$ cat config.mk
export PLATFORM = sky130hd
export DESIGN_NAME = perf_counter_unit
export DESIGN_NICKNAME = d
export VERILOG_FILES = /design/src/rtl/core_config_pkg.sv /design/src/rtl/perf_ctr_slice.sv /design/src/rtl/perf_counter_unit.sv
export SDC_FILE = /design/constraint.sdc
export NUM_CORES = 1
export LEC_CHECK = 0
export BUFFER_PORTS_ARGS = -buffer_cell sky130_fd_sc_hd__buf_2
export CORE_ASPECT_RATIO = 1.4
export CORE_MARGIN = 1
export CORE_UTILIZATION = 40
export DETAILED_ROUTE_END_ITERATION = 6
export HOLD_SLACK_MARGIN = 0.05
export MAX_ROUTING_LAYER = met4
export PLACE_DENSITY = 0.68
export SYNTH_ARGS = -nofsm -noshare
export SYNTH_HDL_FRONTEND = slang
export SYNTH_SLANG_ARGS = --single-unit
$ cat constraint.sdc
create_clock -name clk -period 3.06 [get_ports clk]
set_input_delay 0 -clock clk [delete_from_list [all_inputs] [get_ports clk]]
set_output_delay 0 -clock clk [all_outputs]
set_load 0.05 [all_outputs]
$ cat src/rtl/core_config_pkg.sv
// Core-wide configuration shared by the CSR file and the performance counters.
package core_config_pkg;

   localparam int unsigned XLEN         = 32;
   localparam int unsigned NUM_PERF_CTR = 5;
   localparam int unsigned PERF_CTR_W   = 64;

   typedef enum logic [2:0] {
      PC_CYCLE = 3'd0,
      PC_INSTR = 3'd1,
      PC_FLUSH = 3'd2,
      PC_WAIT  = 3'd3,
      PC_DECOD = 3'd4
   } perf_idx_t;

endpackage

$ cat src/rtl/perf_ctr_slice.sv
// One performance counter: clear > half-word preload > increment, with a
// snapshot shadow driving the outputs and a registered wrap pulse.
module perf_ctr_slice #(
   parameter int unsigned W = 64
) (
   input  logic           clk,
   input  logic           rst_n,
   input  logic           clr,
   input  logic           wr_en,
   input  logic           wr_hi,
   input  logic [W/2-1:0] wr_data,
   input  logic           inc,
   input  logic           inhibit,
   input  logic           snap_en,
   output logic [W-1:0]   value,
   output logic           ovf
);

   logic [W-1:0] cnt;
   logic [W-1:0] cnt_nxt;
   logic         wrap;

   always_comb begin
      cnt_nxt = cnt;
      wrap    = 1'b0;
      if (clr) begin
         cnt_nxt = '0;
      end else if (wr_en) begin
         if (wr_hi) cnt_nxt[W-1:W/2] = wr_data;
         else       cnt_nxt[W/2-1:0] = wr_data;
      end else if (inc && !inhibit) begin
         // full-width add so the carry into the high half lands on the same edge
         cnt_nxt = cnt + W'(1);
         wrap    = &cnt;
      end
   end

   always_ff @(posedge clk or negedge rst_n) begin
      if (!rst_n) begin
         cnt   <= '0;
         value <= '0;
         ovf   <= 1'b0;
      end else begin
         cnt <= cnt_nxt;
         ovf <= wrap;
         if (!snap_en) value <= cnt_nxt;
      end
   end

endmodule

$ cat src/rtl/perf_counter_unit.sv
// Hardware performance counters for the CSR file: event input stage, preload
// decode and L/H port mapping around one slice per counter.
module perf_counter_unit #(
   parameter int unsigned XLEN = core_config_pkg::XLEN
) (
   input  logic            clk,
   input  logic            rst_n,
   input  logic            ev_instr,
   input  logic            ev_flush,
   input  logic            ev_wait,
   input  logic            ev_decod,
   input  logic [4:0]      inhibit,
   input  logic [4:0]      clr,
   input  logic            wr_en,
   input  logic [2:0]      wr_sel,
   input  logic            wr_hi,
   input  logic [XLEN-1:0] wr_data,
   input  logic            snap_en,
   output logic [XLEN-1:0] cycleL,
   output logic [XLEN-1:0] cycleH,
   output logic [XLEN-1:0] instructionsL,
   output logic [XLEN-1:0] instructionsH,
   output logic [XLEN-1:0] flushsL,
   output logic [XLEN-1:0] flushsH,
   output logic [XLEN-1:0] waitsL,
   output logic [XLEN-1:0] waitsH,
   output logic [XLEN-1:0] decodedL,
   output logic [XLEN-1:0] decodedH,
   output logic [4:0]      ovf
);

   import core_config_pkg::*;

   localparam int unsigned CTR_W = 2 * XLEN;

   logic [NUM_PERF_CTR-1:1] ev_q;
   logic [NUM_PERF_CTR-1:0] inc;
   logic [CTR_W-1:0]        ctr_val [NUM_PERF_CTR];

   always_ff @(posedge clk or negedge rst_n) begin
      if (!rst_n) ev_q <= '0;
      else        ev_q <= {ev_decod, ev_wait, ev_flush, ev_instr};
   end

   // the cycle counter has no input stage and counts every edge
   assign inc = {ev_q, 1'b1};

   for (genvar g = 0; g < NUM_PERF_CTR; g++) begin : g_ctr
      perf_ctr_slice #(
         .W (CTR_W)
      ) u_slice (
         .clk     (clk),
         .rst_n   (rst_n),
         .clr     (clr[g]),
         .wr_en   (wr_en && (wr_sel == 3'(g))),
         .wr_hi   (wr_hi),
         .wr_data (wr_data),
         .inc     (inc[g]),
         .inhibit (inhibit[g]),
         .snap_en (snap_en),
         .value   (ctr_val[g]),
         .ovf     (ovf[g])
      );
   end

   assign cycleL        = ctr_val[PC_CYCLE][XLEN-1:0];
   assign cycleH        = ctr_val[PC_CYCLE][CTR_W-1:XLEN];
   assign instructionsL = ctr_val[PC_INSTR][XLEN-1:0];
   assign instructionsH = ctr_val[PC_INSTR][CTR_W-1:XLEN];
   assign flushsL       = ctr_val[PC_FLUSH][XLEN-1:0];
   assign flushsH       = ctr_val[PC_FLUSH][CTR_W-1:XLEN];
   assign waitsL        = ctr_val[PC_WAIT][XLEN-1:0];
   assign waitsH        = ctr_val[PC_WAIT][CTR_W-1:XLEN];
   assign decodedL      = ctr_val[PC_DECOD][XLEN-1:0];
   assign decodedH      = ctr_val[PC_DECOD][CTR_W-1:XLEN];

endmodule
======== After elaboration in Yosys (flattened, before gate mapping) ========
Index checks and enable logic that the tools add are counted.
storage, ports and cells
  word-level logic and storage cells ...... 84
  bits of input ports ..................... 54
  register bits ........................... 649
cells by class
  muxes and demuxes ....................... 40
  $add $sub $neg .......................... 5
  reduce and logical (&&, ||, !) cells .... 19
  equality and inequality tests ........... 4
operators by type and width
  operator               number
  $mux 64                15
  $add 64x1->64 const B  5
  $mux 32                10
  $reduce_and 64->1      5
  $mux 1                 15
  $logic_and 1x1->1      9
  $eq 3x2->1 const B     2
  $logic_not 1->1        4
  $eq 3x1->1 const B     1
  $eq 3x3->1 const B     1
  $logic_not 3->1        1

======== Depth between registers and ports, before layout ========
Gate-level depths: netlist of the first run.
  depth after elaboration ................. 5
  mapped depth ............................ 10

======== Hierarchy ========
A second synthesis of the first run with hierarchy kept.
unflattened totals
  cells, all modules ...................... 4,130
  area total of the unflattened synthesis .. 37,845.0 µm²
by module, submodules not included
  module                                 area each (µm²)  cells an instance  seq. area each (µm²)  times used
  perf_ctr_slice (g_ctr[0].u_slice ...)  7,539.7          820                3,228.1               4
  perf_ctr_slice (g_ctr[1].u_slice)      7,518.5          840                3,228.1               1
  perf_counter_unit                      167.7            10                 100.1                 1

======== Least setup slack after synthesis of the first run ========
OpenSTA, ideal clock, no wires.
  path kind ............................... register to register
  start ................................... reg g_ctr[0].u_slice.cnt[12]
  end ..................................... reg g_ctr[0].u_slice.value[49]
  required time ........................... 2.964 ns
  slack ................................... 0.512 ns
  cell stages (with the launch flop) ...... 10
  arrival time ............................ 2.453 ns
  setup time .............................. 0.096 ns
  buffers on the path ..................... 3
  path through ............................ dfrtp_1 -> buf_2 -> nand4_1 -> or2_2 -> buf_2 -> or4_4 -> buf_2 -> nor3_1 -> mux2_2 -> o31ai_1
between the ends
  word-level cells in the longest chain between the ends .. 4
RTL lines
  what                    line                  source
  start, declared         perf_ctr_slice.sv:19  logic [W-1:0] cnt;
  start signal, assigned  perf_ctr_slice.sv:44  cnt <= cnt_nxt;
  $add 64x1->64           perf_ctr_slice.sv:33  cnt_nxt = cnt + W'(1);
  $mux 64                 perf_ctr_slice.sv:31  end else if (inc && !inhibit) begin
  $mux 64                 perf_ctr_slice.sv:28  end else if (wr_en) begin
  $mux 64                 perf_ctr_slice.sv:26  if (clr) begin
  end signal, assigned    perf_ctr_slice.sv:46  if (!snap_en) value <= cnt_nxt;
  end, declared           perf_ctr_slice.sv:15  output logic [W-1:0] value,
No other way between the ends.
A chain may end at the register's enable or synchronous reset.

======== Final worst setup path of the first run ========
  start ................................... in wr_sel[0]
  end ..................................... reg g_ctr[3].u_slice.value[21]
between the ends
  word-level cells in the longest chain between the ends .. 4
RTL lines
  what                  line                     source
  start, declared       perf_counter_unit.sv:15  input logic [2:0] wr_sel,
  $eq 3x2->1            perf_counter_unit.sv:55  .wr_en (wr_en && (wr_sel == 3'(g))),
  $logic_and 1x1->1     perf_counter_unit.sv:55
  $mux 64               perf_ctr_slice.sv:28
  $mux 64               perf_ctr_slice.sv:26
  end signal, assigned  perf_ctr_slice.sv:46
  end, declared         perf_ctr_slice.sv:15
No other way between the ends.

==> results of run 1 <==
-- power breakdown --
group,total (mW),switching (mW),internal [mW]
registers,8.99,0.207,8.79
logic,2.07,1.57,0.497
clock network,9.02,3.70,5.32
-- critical path, cell delays in order --
cell	delay [ps]
dlygate4sd3_1	530
buf_2	200
and4b_1	420
or4_1	820
nor3_2	380
a211o_1	190
nand2_1	60
o41ai_1	220
dlygate4sd3_1	580
-- logic make-up (layout without fill, tap and decap cells) --
group | Yosys count | in the layout | synth area share
and+or+nand+nor | 1821 | 1821 | 0.2672
AOI/OAI and AO/OA | 872 | 872 | 0.1778
adders and majority gates | 5 | 5 | 0.001843
buffers and inverters | 315 | 788 | 0.03621
other | 0 | 7 | 0
xor gates and xnor gates | 6 | 6 | 0.001548
muxes | 113 | 113 | 0.03687
DFF | 649 | 649 | 0.4786
-- metrics by stage --
step,utilization,worst slack [ps],hold WS (ps)
floorplan,-,511.9,-295.6
global placement,0.4503,424.4,55.99
detailed placement,0.4503,395.2,70.81
CTS,0.4837,58.02,50.29
global route,0.4839,26.19,90.59
finish,0.4840,208.5,81.66
-- registers in the layout, summed over array words and instances (netlist names) --
signal               count
g_ctr.u_slice.ovf        5
g_ctr.u_slice.cnt      320
g_ctr.u_slice.value    320
ev_q                     4
-- how the worst max path moves through the flow --
| stage | startpoint | end | slack [ps] | cells after the start |
|---|---|---|---|---|
| after floorplan | g_ctr[0].u_slice.cnt[12] | g_ctr[0].u_slice.value[49] | 510 | 9 |
| after global placement | g_ctr[0].u_slice.cnt[12] | g_ctr[0].u_slice.value[51] | 420 | 6 |
| after detailed placement | g_ctr[0].u_slice.cnt[12] | g_ctr[0].u_slice.value[49] | 400 | 6 |
| after CTS | wr_sel[0] | g_ctr[3].u_slice.value[21] | 60 | 9 |
| after global routing | wr_sel[0] | g_ctr[3].u_slice.value[21] | 30 | 9 |
| final | wr_sel[0] | g_ctr[3].u_slice.value[21] | 210 | 9 |
-- cell usage in the layout (no fill, tap or decap), types with 20 or more instances in the layout --
cell / netlist / final
nand4_1: 119 / 119
a211oi_1: 57 / 57
o41ai_1: 34 / 34
o21bai_1: 21 / 21
buf_4: 6 / 190
clkbuf_16: 0 / 73
a31oi_1: 58 / 58
nor4_1: 98 / 98
or4_1: 22 / 22
nand3_1: 166 / 166
nand2_1: 488 / 488
and2_1: 42 / 43
o211ai_1: 36 / 36
inv_1: 39 / 39
o31ai_1: 100 / 100
and4_1: 31 / 31
or3_1: 28 / 28
nor2_1: 445 / 445
o21ai_0: 222 / 222
mux2i_1: 20 / 20
dlygate4sd3_1: 0 / 44
dfrtp_1: 649 / 649
buf_2: 13 / 376
a21oi_1: 116 / 116
and3_1: 92 / 92
nor3_1: 168 / 167
mux2_2: 92 / 92
-- timing repair --
action	CTS	global route
resized for setup	0	1
hold buffers	45	0
hold endpoints to repair	733	0
setup endpoints to repair	0	1
-- routing by layer --
layer,vias to the layer above,track usage,part of all wire
met1,16806,0.4278,0.39
met3,502,0.05318,0.091
met5,-,-,0
met2,2000,0.5080,0.45
met4,0,0.2104,0.073
li1,14919,-,-
-- cell type report --
class / count / share of cell area
Timing Repair Buffer: 628 / 0.1008
Tap cell: 1088 / 0.03341
Clock buffer: 100 / 0.04929
Sequential cell: 649 / 0.3986
Multi-Input combinational cell: 2817 / 0.4055
Antenna cell: 7 / 0.0004299
Inverter: 40 / 0.003746
Clock inverter: 20 / 0.008199
==> out/metrics.cfg, run 1 <==
[cells_and_area]
finalNonFillerCells = 5349
layout.area.seq_um2 = 16240
syn_to_final_growth_pct = 20.06
multi_input_area_um2 = 16520
fin_area_um2 = 40740
n_fill_cell = 8122
nets = 4265
drive_above_1_share = 0.2000

[logic_synthesis]
synthMostInstantiatedCell = dfrtp_1
synth_ff_type = dfrtp_1
ys_ff_latch = 649
synth_area_leader_cell = dfrtp_1
async_flop_share = 1.000
syn_nets = 3840
avgSynthCellArea_um2 = 8.975
syn_inst = 3781
ys_warn_count = 0
yosysTopAreaCellShare = 0.4786
synth_commonest_cells = 649 x dfrtp_1, 488 x nand2_1, 445 x nor2_1
yosysSeqAreaShare = 0.4786
synth_edf_count = 0
synth_cell_types = 91
synth.cell_area_um2 = 33940
synthTopCellsByArea = dfrtp_1 48%, nand2_1 5.4%, nor2_1 4.9%, o21ai_0 3.3%, mux2_2 3.1%

[flow_run]
drv_cap = 0

[timing]
fin_skew_ps = 24.75
timing.fmax_ghz = 0.3507
maxSlewHeadroom = 0.3077
rsz0062_at_grt = no
final_max_slew_viol_count = 0
finalCritPeriodShare = 0.9319
finalHoldViolCount = 0
worst_pin_slew_ps = 1035
post-route-min-period_ps = 2852
final.setup.tns_ps = 0
setup_violations = 0

[detailed_routing]
via_per_inst = 6.399
postRouteAntennaNets = 0
routed_wl_mm = 144.3
wl_per_cell_um = 26.99
remaining_drc_errors = 0
num_vias = 34227
drt_iter0_markers = 3777
drt_pass1_iterations = 6

[global_routing]
grt_usage = 0.3392
gr-total-overflow = 0
grt_pass1_vias = 32500
grt_pass1_wl_mm = 211.4
antenna_found_initial = 8
grt_max_degree = 95

[setup_path]
crit_path_end_kind = flop
worstSetupPathType = in2reg
cp.arrival_ps = 3410
crit_fanout = 10
r2r_start = ev_q[3]
r2r_end = g_ctr[3].u_slice.value[21]
critPathLaunchType = input port
reg2reg_slack_ps = 230
ff2ff_path_depth = 7
worstPathRequired_ps = 3620

[pwr]
powerDensity_nw_per_um2 = 492.9
power_leakage_nw = 17.92
finalPower_mw = 20.08
ir_drop_v = 0.0004587

[place]
gp_congestion = 0.9954
dpl-instance-area_um2 = 37910
port_buffers = 378
dp_cells = 5177
place_hpwl_mm = 99.16

[cts]
clkLatencyLatePin_ps = 640
ctsHtreeMaxLevel = 3
cts_tree = done
cts.sinks = 649
cts.path.max_buffers = 3
clk_pin_slew_ps = 60
clockRootBuffer = clkbuf_16
numCtsBuffers = 70
postCtsSetupRepairBufs = 0

[die]
die-width_um = 248.2
die-area_um2 = 86030
start_util = 0.4031
die_h_um = 346.6
rows = 126
ios = 379
core_um2 = 84190

[worst_hold_path]
whs_endpoint = g_ctr[2].u_slice.cnt[51]
min-delay-start = wr_data[19]
hp-class = in2reg
min_path_cells = 3

[outcome]
outcome = finished, final reports clean

Power figures use the tool's default switching activity.
==> inputs of run 2 (changes only) <==
CORE_MARGIN = 4   (was 1)
==> run 2 against run 1 <==
Compared with the run above: final cell count is essentially flat; hold slack gained 22 ps; sequential share of layout area is essentially flat; register-to-register slack gained 50 ps; critical path depth shrank 2; wire length shrank 0.51%; cell area is essentially flat; count of clock-buffer cells in the layout is the same; critical path type is now reg2reg; largest cell class unchanged.
==> out/metrics.cfg, run 2 (synthesis results as in run 1) <==
[cts]
cts_tree = done
clockRootBuffer = clkbuf_16
cts.path.max_buffers = 3  ; unchanged
numCtsBuffers = 70  ; unchanged
postCtsSetupRepairBufs = 0  ; unchanged
cts.sinks = 649  ; unchanged
clk_pin_slew_ps = 60  ; about the same
clkLatencyLatePin_ps = 630  ; about the same
ctsHtreeMaxLevel = 3  ; unchanged

[outcome]
outcome = finished, final reports clean

[cells_and_area]
fin_area_um2 = 40710  ; about the same
final_common_cell = dfrtp_1
final_cell_mix = 649 x dfrtp_1, 488 x nand2_1, 444 x nor2_1, 376 x buf_2, 222 x o21ai_0
n_fill_cell = 7942  ; -2.2%
multi_input_area_um2 = 16520  ; about the same
reg_top3 = g_ctr.u_slice.cnt x320, g_ctr.u_slice.value x320, g_ctr.u_slice.ovf x5
nets = 4253  ; -0.28%
drive_above_1_share = 0.1992  ; -0.0008476
layout.area.seq_um2 = 16240  ; unchanged
syn_to_final_growth_pct = 19.96  ; about the same

[detailed_routing]
remaining_drc_errors = 0  ; unchanged
routed_wl_mm = 143.6  ; -0.51%
via_per_inst = 6.372  ; -0.42%
postRouteAntennaNets = 0  ; unchanged
wl_per_cell_um = 26.87  ; -0.43%
drt_iter0_markers = 4269  ; +13%
drt_pass1_iterations = 6  ; unchanged
num_vias = 34058  ; -0.49%

[flow_run]
drv_cap = 0  ; unchanged

[pwr]
powerDensity_nw_per_um2 = 493.2  ; about the same
ir_drop_v = 0.0003935  ; -14%
switching_share = 0.2762  ; +0.003095
comb_power_share = 0.102  ; about the same
switchingPower_mw = 5.545  ; +1.1%
p_seq_frac = 0.448  ; about the same
internal-power_mw = 14.53  ; -0.45%
clkPwrFrac = 0.450  ; about the same
power_leakage_nw = 17.87  ; -0.27%

[setup_path]
crit_path_top_delay_cell = nor4_1
path_buf_inv = 0  ; -3
worstSetupPathType = reg2reg
crit_chain = ha_1 > nand4b_1 > nor4_1 > nand4_1 > o311ai_0 > o311a_1 > o21ai_0
cp.arrival_ps = 3270  ; -140 ps
critPathLaunchType = flop
cp_slowest_stage_delay_ps = 450  ; -370 ps
crit_path_end_kind = flop
crit_fanout = 8  ; -2
crit_family = simple AND/OR/NAND/NOR gates
worstPathRequired_ps = 3550  ; -70 ps

[place]
gp_congestion = 0.9987  ; +0.33%
dpl-instance-area_um2 = 37830  ; -0.22%
port_buffers = 378  ; unchanged
place_hpwl_mm = 98.69  ; -0.47%

[worst_hold_path]
hp-class = in2reg

[global_routing]
use_met3 = 0.05798  ; +0.004797
grt_pass1_vias = 32841  ; +1.0%
grt_usage = 0.3206  ; -0.01865
use_met1 = 0.4043  ; -0.02344
top_usage_layer = met2
gr-total-overflow = 0  ; unchanged
grt_max_degree = 107  ; +13%
grt_pass1_wl_mm = 212.9  ; +0.72%
grtUsageMet2 = 0.4817  ; -0.02636
antenna_found_initial = 12  ; +4

[die]
core_um2 = 84190  ; unchanged
die-area_um2 = 89630  ; +4.2%
start_util = 0.4031  ; unchanged
die-width_um = 254.2  ; +2.4%
rows = 126  ; unchanged
ios = 379  ; unchanged
die_h_um = 352.6  ; +1.7%

[timing]
setup_violations = 0  ; unchanged
maxSlewHeadroom = 0.4049  ; +0.09726
rsz0062_at_grt = no
finalCritPeriodShare = 0.9078  ; -0.02405
post-route-min-period_ps = 2778  ; -73.60 ps
fin_skew_ps = 21.20  ; -3.542 ps
worst_pin_slew_ps = 892.6  ; -142.1 ps
final_max_slew_viol_count = 0  ; unchanged
final.setup.tns_ps = 0  ; unchanged
finalHoldViolCount = 0  ; unchanged
timing.fmax_ghz = 0.3600  ; +2.6%

[run 2: changes by cell type in the layout (fill, tap and decap cells not counted), sizes merged]
cell	previous run	this run
inv	41	44
bufinv	9	7
buf	584	571
diode	7	10
clkinv	8	9
clkinvlp	2	5
dlygate4sd3	44	45
[run 2: final cells by class]
cell class,count,area share
Clock buffer,100,0.05007
Multi-Input combinational cell,2817,0.4058
Tap cell,1088,0.03344
Inverter,40,0.003750
Clock inverter,25,0.008329
Antenna cell,10,0.0006147
Sequential cell,649,0.3989
Timing Repair Buffer,616,0.09903
[run 2: path summary, 6_finish.rpt]
kind	startpoint	slack, ps	cells past startpoint	to
worst max-delay path	g_ctr[0].u_slice.cnt[0]	280	7	g_ctr[0].u_slice.value[42]
worst min-delay path	wr_data[8]	100	3	g_ctr[4].u_slice.cnt[40]
worst max register to register	g_ctr[0].u_slice.cnt[0]	280	7	g_ctr[0].u_slice.value[42]
worst min register to register	g_ctr[4].u_slice.value[58]	480	2	g_ctr[4].u_slice.value[58]
max in group asynchronous	rst_n	1720	4	g_ctr[2].u_slice.value[60]
min in group asynchronous	rst_n	430	3	g_ctr[4].u_slice.cnt[38]
[run 2: worst register-to-register path, cell delays in order (launching register included)]
cell,delay [ps]
dfrtp_1,400
ha_1,230
nand4b_1,350
nor4_1,460
nand4_1,390
o311ai_0,450
o311a_1,270
o21ai_0,100
[run 2: routing by layer]
layer / wire (um) / vias to the layer above / part of all wire
met5: 0 / - / 0
met4: 10240 / 0 / 0.071
met3: 12960 / 454 / 0.090
met2: 65280 / 1951 / 0.45
met1: 55130 / 16737 / 0.38
li1: - / 14916 / -
[run 2: stage by stage]
step / util / instances / worst slack, ps / hold WS, ps / total power [mW]
after floorplan: - / 3781 / 511.9 / -295.6 / 10.16
after global placement: 0.4493 / 5164 / 386.6 / 89.12 / 11.11
after detailed placement: 0.4493 / 5164 / 308.5 / 89.72 / 11.13
after CTS: 0.4833 / 5335 / 316.4 / 56.33 / 20.15
after global routing: 0.4834 / 5340 / 78.52 / 77.71 / 20.68
final: 0.4836 / 5345 / 282.1 / 104.0 / 20.08
[run 2: power by group through the flow]
| stage | sequential [mW] | combinational (mW) | clock [mW] |
|---|---|---|---|
| 2_1_floorplan | 9.48 | 0.682 | 0 |
| 3_3_place_gp | 9.14 | 1.97 | 0 |
| 3_5_place_dp | 9.14 | 1.98 | 0 |
| 4_1_cts | 8.99 | 2.04 | 9.12 |
| 5_1_grt | 9.01 | 2.17 | 9.50 |
| 6_report | 8.99 | 2.05 | 9.04 |
[run 2: timing repair]
action                                 CTS  global route
resized for setup                        0             0
endpoints found under the hold margin  775             0
hold buffers                            46             0
